==> src/rtl/ahb_pkg.sv <==
// Shared AHB types: transfer/response encodings, master count limit and SPLIT FSM states.
package ahb_pkg;

  localparam int unsigned AHB_MAX_MASTERS = 16;
  localparam int unsigned AHB_MST_W       = 4;

  typedef enum logic [1:0] {
    HTransIdle   = 2'b00,
    HTransBusy   = 2'b01,
    HTransNonseq = 2'b10,
    HTransSeq    = 2'b11
  } htrans_t;

  typedef enum logic [1:0] {
    HRespOkay  = 2'b00,
    HRespError = 2'b01,
    HRespRetry = 2'b10,
    HRespSplit = 2'b11
  } hresp_t;

  typedef enum logic [1:0] {
    StIdle,
    StWait,
    StSplit1,
    StSplit2
  } split_state_t;

  function automatic logic htrans_active(htrans_t t);
    return (t == HTransNonseq) || (t == HTransSeq);
  endfunction

endpackage

==> src/rtl/ahb_rr_pick.sv <==
// Combinational round-robin picker: first set request after last_i, wrapping modulo N.
module ahb_rr_pick
  import ahb_pkg::*;
#(
  parameter int unsigned N = AHB_MAX_MASTERS
) (
  input  logic [N-1:0]           req_i,
  input  logic [AHB_MST_W-1:0]   last_i,
  output logic [N-1:0]           grant_o,
  output logic [AHB_MST_W-1:0]   idx_o,
  output logic                   valid_o
);

  localparam int unsigned IdxW = (N > 1) ? $clog2(N) : 1;

  int unsigned     cand;
  logic [IdxW-1:0] cand_w;

  always_comb begin
    grant_o = '0;
    idx_o   = '0;
    valid_o = 1'b0;
    cand    = 0;
    cand_w  = '0;
    for (int unsigned i = 1; i <= N; i++) begin
      cand   = (32'(last_i) + i) % N;
      cand_w = IdxW'(cand);
      if (!valid_o && req_i[cand_w]) begin
        valid_o         = 1'b1;
        grant_o[cand_w] = 1'b1;
        idx_o           = AHB_MST_W'(cand);
      end
    end
  end

endmodule

==> src/rtl/ahb_split_controller.sv <==
// Slave-side SPLIT scheduler: splits unlocked transfers while the backend is busy and
// releases recorded masters round-robin. Define AHB_SPLIT_SVA_EN to compile in assertions.
module ahb_split_controller
  import ahb_pkg::*;
#(
  parameter int unsigned NUM_MASTERS = 16
) (
  input  logic        HCLK,
  input  logic        HRESETn,
  input  logic        HSEL,
  input  logic [1:0]  HTRANS,
  input  logic        HREADY,
  input  logic [3:0]  HMASTER,
  input  logic        HMASTLOCK,
  input  logic        svc_busy,
  output logic        HREADYOUT,
  output logic [1:0]  HRESP,
  output logic [15:0] HSPLITx,
  output logic [15:0] split_pending
);

  localparam logic [AHB_MST_W-1:0] LastRst = AHB_MST_W'(NUM_MASTERS - 1);

  split_state_t           state_q, state_d;
  logic [AHB_MST_W-1:0]   split_mst_q, split_mst_d;
  logic [AHB_MST_W-1:0]   last_q, last_d;
  logic [NUM_MASTERS-1:0] pend_q, pend_d;
  logic [NUM_MASTERS-1:0] hsplit_q, hsplit_d;
  logic [NUM_MASTERS-1:0] set_mask, grant, rel_mask;
  logic [AHB_MST_W-1:0]   pick_idx;
  logic                   pick_valid, rel_fire, addr_valid;

  assign addr_valid = HSEL & HREADY & htrans_active(htrans_t'(HTRANS));

  always_comb begin
    state_d     = state_q;
    split_mst_d = split_mst_q;
    HREADYOUT   = 1'b1;
    HRESP       = HRespOkay;
    set_mask    = '0;
    unique case (state_q)
      StIdle: begin
        if (addr_valid && svc_busy) begin
          if (HMASTLOCK) begin
            state_d = StWait;
          end else begin
            state_d     = StSplit1;
            split_mst_d = HMASTER;
          end
        end
      end
      StWait: begin
        // A new address here can only arrive with svc_busy low, so it is a zero-wait OKAY.
        HREADYOUT = !svc_busy;
        if (!svc_busy) state_d = StIdle;
      end
      StSplit1: begin
        HREADYOUT = 1'b0;
        HRESP     = HRespSplit;
        state_d   = StSplit2;
      end
      StSplit2: begin
        HRESP   = HRespSplit;
        state_d = StIdle;
        // Out-of-range master numbers match no bit and are dropped.
        for (int unsigned i = 0; i < NUM_MASTERS; i++) begin
          if (32'(split_mst_q) == i) set_mask[i] = 1'b1;
        end
      end
      default: state_d = StIdle;
    endcase
  end

  ahb_rr_pick #(
    .N (NUM_MASTERS)
  ) u_pick (
    .req_i   (pend_q),
    .last_i  (last_q),
    .grant_o (grant),
    .idx_o   (pick_idx),
    .valid_o (pick_valid)
  );

  assign rel_fire = !svc_busy && pick_valid;
  assign rel_mask = rel_fire ? grant : '0;

  always_comb begin
    hsplit_d = rel_mask;
    last_d   = rel_fire ? pick_idx : last_q;
    // A re-split of a master being released keeps its pending bit.
    pend_d   = (pend_q & ~rel_mask) | set_mask;
  end

  always_ff @(posedge HCLK or negedge HRESETn) begin
    if (!HRESETn) begin
      state_q     <= StIdle;
      split_mst_q <= '0;
      last_q      <= LastRst;
      pend_q      <= '0;
      hsplit_q    <= '0;
    end else begin
      state_q     <= state_d;
      split_mst_q <= split_mst_d;
      last_q      <= last_d;
      pend_q      <= pend_d;
      hsplit_q    <= hsplit_d;
    end
  end

  always_comb begin
    HSPLITx                         = '0;
    split_pending                   = '0;
    HSPLITx[NUM_MASTERS-1:0]        = hsplit_q;
    split_pending[NUM_MASTERS-1:0]  = pend_q;
  end

`ifdef AHB_SPLIT_SVA_EN
  a_hsplit_onehot: assert property (@(posedge HCLK) disable iff (!HRESETn)
    $countones(HSPLITx) <= 1);
  a_split_seq: assert property (@(posedge HCLK) disable iff (!HRESETn)
    (state_q == StSplit1) |=> (state_q == StSplit2));
  a_rel_pending: assert property (@(posedge HCLK) disable iff (!HRESETn)
    (HSPLITx & ~$past(split_pending)) == 16'h0000);
  a_lock_nosplit: assert property (@(posedge HCLK) disable iff (!HRESETn)
    (state_q == StIdle && addr_valid && HMASTLOCK) |=> (state_q != StSplit1));
  a_resp_legal: assert property (@(posedge HCLK) disable iff (!HRESETn)
    (HRESP != HRespError) && (HRESP != HRespRetry));
`else
  // Assertions compiled out; behaviour unchanged.
`endif

endmodule

==> config.mk <==
export PLATFORM = sky130hd
export DESIGN_NAME = ahb_split_controller
export DESIGN_NICKNAME = d
export VERILOG_FILES = /design/src/rtl/ahb_pkg.sv /design/src/rtl/ahb_rr_pick.sv /design/src/rtl/ahb_split_controller.sv
export SDC_FILE = /design/constraint.sdc
export NUM_CORES = 1
export LEC_CHECK = 0
export ABC_AREA = 1
export CORE_UTILIZATION = 30
export DETAILED_ROUTE_END_ITERATION = 7
export GPL_TIMING_DRIVEN = 0
export PLACE_DENSITY = 0.5
export SLEW_MARGIN = 20
export SYNTH_ARGS = -nofsm -noshare
export SYNTH_HDL_FRONTEND = slang
export SYNTH_HIERARCHICAL = 1
export SYNTH_SLANG_ARGS = --single-unit
export TNS_END_PERCENT = 5
==> constraint.sdc <==
create_clock -name HCLK -period 5.8 [get_ports HCLK]
set_input_delay 1.16 -clock HCLK [delete_from_list [all_inputs] [get_ports HCLK]]
set_output_delay 1.16 -clock HCLK [all_outputs]
set_load 0.05 [all_outputs]
==> impl_metrics.py <==
metrics = {
    "layout": {
        "area_growth_pct": 14.4,
        "postLayoutCoreUtil": 0.353,
        "drive_above_1_share": 0.0684,
        "fillers": 2393,
        "fin_area_sq_mm": 0.00752,
        "layout.nets": 1299,
        "diodes": 0,
    },
    "clock_network": {
        "clock_sinks": 42,
        "cts_htree_levels": 2,
        "cts_buffers": 5,
        "cts_hold_buf": 0,
        "clk_latency_ps": 290,
        "clock-root-buffer": "clkbuf_16",
        "path_clk_slew_ps": 50,
        "cts_tree": "built",
        "clk_path_buf_depth": 2,
    },
    "timing": {
        "fmax_mhz": 186,
        "hold_viol": 0,
        "relSlewSlack": 0.471,
        "setup_tns_ps": 0,
        "setup_viol": 0,
        "period_share": 0.926,
        "grt_setup_unrepaired": "no",
        "fin_worst_skew_ps": 8.81,
        "worst_slew_pin_slew_ps": 790,
        "fin_ws_ps": 431,
        "final.min_clock_period_ps": 5370,
        "slew_viol_final": 0,
    },
    "yosys": {
        "synthMuxAreaShare": 0,
        "synth-edff-count": 0,
        "synthAdderAreaFrac": 0.0304,
        "synth_area_sq_mm": 0.00658,
        "synthSimpleGateAreaFrac": 0.600,
        "synth-xor-area-share": 0.00875,
        "avgSynthCellArea_sq_um": 5.40,
        "synth_fp_nets": 1246,
        "syn-instance-count": 1218,
        "synth_ff_type": "dfrtp_1",
        "synth.distinct_cells": 37,
        "synth_compound_area_frac": 0.0626,
        "async_flop_share": 1.00,
        "yosys_warnings": 6,
        "synth_seq_cells": 42,
        "yosysSeqAreaShare": 0.161,
        "synth_top_family_by_area": "simple AND/OR/NAND/NOR gates",
    },
    "setup_path": {
        "crit_slowest_cell": "dfstp_2",
        "crit_required_ps": 5970,
        "endpoint_kind": "flip-flop",
        "critical-path-max-stage-delay_ps": 730,
        "arrival_ps": 5530,
        "path_cells": "inv_1 -> buf_2 -> ha_1 -> inv_1 -> clkbuf_1 -> nand3_1 -> nand3_1 -> nand2_1 -> nand2_2 -> nand2_4 -> nor2_4 -> nand4_4 -> nor2_4 -> nand4_4 -> nor3_2 -> nand3_2 -> nor2_1 -> buf_2 -> nand3b_1 -> nand2_4 -> buf_2 -> nor2_1",
        "reg2regPathDepth": 22,
        "startpoint_type": "flip-flop",
        "setup.worst_path.class": "reg -> reg",
        "critPathMaxFanout": 15,
        "path_common_cell": "buf_2",
    },
    "floorplanning": {
        "core_area_sq_mm": 0.0213,
        "die_area_sq_mm": 0.0225,
        "die_w_um": 150,
        "std_cell_rows": 53,
        "io_pins": 47,
        "floorplan.initialDensity": 0.309,
        "die_height_um": 150,
    },
    "global_routing": {
        "grt_pass1_wl_um": 46200,
        "grt_overflow": 0,
        "grt_usage": 0.277,
        "grt_pass1_vias": 7620,
        "antenna_found_initial": 0,
        "grt_max_degree": 33,
    },
    "detailed_routing": {
        "routed.top_layer": "met4",
        "wl_um": 30800,
        "met3_length_um": 2010,
        "drtAntennaViolNets": 0,
        "wl_per_cell_um": 19.9,
        "met2_length_um": 14000,
        "vias": 8175,
        "drtPass1Iterations": 6,
        "drtIter0Drc": 738,
        "met1_length_um": 13800,
        "viasPerCell": 5.28,
        "drcViolationCount": 0,
    },
    "place": {
        "placed_area_sq_mm": 0.00738,
        "pre_cts_slack_ps": 538,
        "gp_congestion": 1.01,
        "dp_hpwl_um": 25200,
        "port-buffer-count": 45,
    },
    "hold_path": {
        "hold_path_class": "reg -> reg",
        "min_path_cells": 2,
    },
    "outcome": {
        "status": "completed",
    },
    "run": {
        "maxCapViolations": 0,
    },
}
==> registers in the layout, summed over array words and instances (netlist names) <==
| name | flops |
|---|---|
| state_q | 2 |
| HSPLITx | 16 |
| last_q | 4 |
| split_pending | 16 |
| split_mst_q | 4 |
==> worst max-delay path: cells and delay by family, from the launching register on <==
family | cells | cell delay (ps)
adders and majority gates | 1 | 350
buffers and inverters | 6 | 1590
DFF | 1 | 730
and+or+nand+nor | 15 | 2570
==> layout by cell type (no fill, tap or decap) <==
| cell type | n |
|---|---|
| a21oi_1 | 26 |
| a31oi_1 | 1 |
| and2_1 | 8 |
| buf_1 | 4 |
| buf_12 | 1 |
| buf_2 | 16 |
| buf_4 | 6 |
| buf_6 | 2 |
| clkbuf_1 | 47 |
| clkbuf_16 | 5 |
| clkdlybuf4s50_1 | 44 |
| clkinv_1 | 3 |
| dfrtp_1 | 38 |
| dfstp_2 | 4 |
| ha_1 | 16 |
| inv_1 | 138 |
| inv_2 | 14 |
| nand2_1 | 195 |
| nand2_2 | 9 |
| nand2_4 | 2 |
| nand3_1 | 239 |
| nand3_2 | 2 |
| nand3b_1 | 2 |
| nand4_1 | 98 |
| nand4_4 | 2 |
| nor2_1 | 290 |
| nor2_2 | 5 |
| nor2_4 | 2 |
| nor3_1 | 2 |
| nor3_2 | 1 |
| nor3_4 | 1 |
| nor4_4 | 1 |
| o2111ai_1 | 1 |
| o211ai_1 | 1 |
| o21a_1 | 3 |
| o21ai_0 | 16 |
| o21ai_1 | 12 |
| o21ai_2 | 11 |
| xor2_1 | 1 |
| xor2_2 | 3 |
==> cell families (layout without fill, tap and decap cells) <==
logic type,after synthesis,in the layout
adders and majority gates,16,16
xor gates and xnor gates,4,4
and+or+nand+nor,859,859
buffers and inverters,226,280
DFF,42,42
AOI/OAI and AO/OA,71,71
==> layout make-up <==
class | instances | area, sq um | share of cell area
buffer | 71 | 323 | 0.0429
clock buffer | 8 | 136 | 0.0181
inverter | 155 | 582 | 0.0773
multi-input combinational | 950 | 4620 | 0.614
sequential | 42 | 1060 | 0.140
tap | 275 | 344 | 0.0457
timing repair buffer | 46 | 465 | 0.0619
==> repair_timing <==
action,4_1_cts,5_1_grt
gates resized for setup,0,1
endpoints found under the setup margin,0,1
endpoints found under the hold margin,0,0
setup buffers,0,0
==> final timing paths <==
path                       slack, ps     endpoint      start
setup / recovery                 430   HSPLITx[2]  last_q[1]
hold / removal                   520    last_q[3]  last_q[3]
setup reg to reg                 430   HSPLITx[2]  last_q[1]
hold reg to reg                  520    last_q[3]  last_q[3]
max in group asynchronous       4540    last_q[0]    HRESETn
min in group asynchronous        750  HSPLITx[13]    HRESETn
==> layer usage <==
metal,vias to the layer above,GRT usage
li1,4108,-
met1,3662,0.376
met2,345,0.457
met3,60,0.0241
met4,0,0.0975
met5,-,0
==> through the flow <==
step	cells	hold WS, ps
2_1_floorplan	1218	474
3_3_place_gp	1538	508
3_5_place_dp	1539	510
4_1_cts	1547	521
5_1_grt	1547	545
6_report	1547	521
==> cell usage after synthesis, types with 12 or more instances <==
cell type	n	share of area
nand3_1	239	0.18
ha_1	16	0.030
clkbuf_1	44	0.025
o21ai_1	12	0.0091
nand2_1	195	0.11
inv_1	138	0.079
dfrtp_1	38	0.14
a21oi_1	26	0.020
buf_2	15	0.011
o21ai_0	16	0.012
nand4_1	98	0.093
inv_2	14	0.0080
nor2_1	291	0.17
Power is not shown: default switching activity piles up to over one toggle a cycle in this logic, so the estimate is an artifact.
==> variant, RTL diff (same settings) <==
`NUM_MASTERS`: 16 -> 8.
--- a/src/rtl/ahb_split_controller.sv
+++ b/src/rtl/ahb_split_controller.sv
@@ -4,5 +4,5 @@
   import ahb_pkg::*;
 #(
-  parameter int unsigned NUM_MASTERS = 16
+  parameter int unsigned NUM_MASTERS = 8
 ) (
   input  logic        HCLK,
Formal check against the unedited RTL: not equivalent (a bounded check fails within 4 cycles, from zero or initial values and one cycle with HRESETn low).
==> variant against the original RTL <==
- the flow now finishes with violations (design-rule violations)
- design area fell by 57%
- synthesized area fell by 58%
- sequential cell count fell by 17
- cell count fell by 62%
- wire length fell by 73%
- worst setup slack improved by 1.5 ns
- global-route usage fell by 9.9 points
- first-iteration DRC count fell by 54%
- highest routed layer unchanged
Power is left out: the tool's default activity adds up to more than one toggle a clock period on the data nets, which glitch-free logic cannot reach.
==> variant: results (changes against the original RTL) <==
Port-buffer cells - 29 (-36%)
fin nets - 506 (-61%)
reg-to-reg startpoint - last_q[0]
Worst setup startpoint - svc_busy
CTS resizes - 0 (unchanged)
top flop regs - hsplit_q: 8 flops, pend_q: 8 flops, split_mst_q: 4 flops
clock skew - 0.00139 ns (-0.00743 ns)
crit path DAT - 2.72 ns (-2.81 ns)
gpl congestion - 0.871 (-14%)
failing checks - design-rule violations
Worst Tran Pin Value - 0.562 ns (-0.228 ns)
vias - 2959 (-64%)
fin cells - 595 (-62%)
min-delay src - last_q[0]
hold path endpoint - last_q[0]
clock-pin slew on the worst setup and hold paths - 0.08 ns (+0.03 ns)
Root Buffer - clkbuf_8
critical path's slowest cell - clkdlybuf4s50_1
Reg2Reg Depth - 20 (-9.1%)
first-pass GRT wire length - 14000 um (-70%)
# fillers - 976 (-59%)
r2r setup slk - 2.45 ns (+2.02 ns)
setup bufs post-CTS - 0 (unchanged)
Ant. Diodes - 0 (unchanged)
initial DRC count - 342 (-54%)
Cells after DPL - 591 (-62%)
max incr delay on CP - 0.82 ns (+0.09 ns)
worst skew pair latency - 0.26 ns (-0.03 ns)
initial antenna violation count - 0 (unchanged)
WHS Path Cells - 2 (unchanged)
first drt pass iteration count - 8 (+2)
CTS Buf Count - 3 (-2)
synth warn - 6 (unchanged)
largest net degree at the start of global routing - 26 (-21%)
share of layout cells above drive strength 1 - 17.5% (+11 points)
H-tree Lvls - 1 (-1)
outcome - complete, but fails checks
Syn Inst Count - 439 (-64%)
Detail Placement HPWL - 6560 um (-74%)
vias in the first global route - 2806 (-63%)
Total GRT Usage - 17.9% (-9.9 points)
reg2reg end - pend_q[4]
Crit path max-delay family - buffers and inverters
drt drc - 5 (+5)
Worst Hold Class - flip-flop to flip-flop
Routed WL per cell - 13.9 um (-30%)
pre-CTS setup slack - 1.93 ns (+1.40 ns)
Max Buffers Root-to-Sink - 2 (unchanged)
Max FO, Critical Path - 5 (-10)
-- variant: per-layer routing --
metal	up-vias	global-route usage, %	wire length, um
met2	120	30.2	3900
met5	-	0	0
li1	1501	-	-
met1	1327	24.6	3820
met3	11	1.08	426
met4	0	5.01	149
-- variant: worst register-to-register path: cells and delay by family, from the launching register on --
family | cells | cell delay (ns)
buffers and inverters | 9 | 1.28
AND/OR/NAND/NOR | 8 | 1.02
flip-flops | 1 | 0.56
adder cells (fa/ha/maj) | 1 | 0.30
AO/OA/AOI/OAI | 2 | 0.15
-- variant: through the flow --
step	hold WS, ns	area (um^2)
finish	0.487	3270
global route	0.503	3270
CTS	0.486	3270
detailed placement	0.465	3220
global placement	0.462	3230
floorplan	0.442	2800
-- variant: cell type report --
| class | count | area [um^2] | share of cell area (%) |
|---|---|---|---|
| flip-flops and latches | 25 | 629 | 19.2 |
| repair buffers | 29 | 285 | 8.73 |
| multi-input cells | 337 | 1690 | 51.6 |
| well taps | 108 | 135 | 4.13 |
| clock buffers | 4 | 45.0 | 1.38 |
| inverters | 51 | 195 | 5.97 |
| plain buffers | 41 | 293 | 8.96 |
-- variant: worst max-delay path by stage --
stage                 to  slack, ns  depth (start not counted)
2_1_floorplan  HREADYOUT       2.60                          3
3_3_place_gp   HREADYOUT       1.92                          5
3_5_place_dp   HREADYOUT       1.93                          5
4_1_cts        HREADYOUT       1.92                          5
5_1_grt        HREADYOUT       1.86                          5
6_report       HREADYOUT       1.92                          5
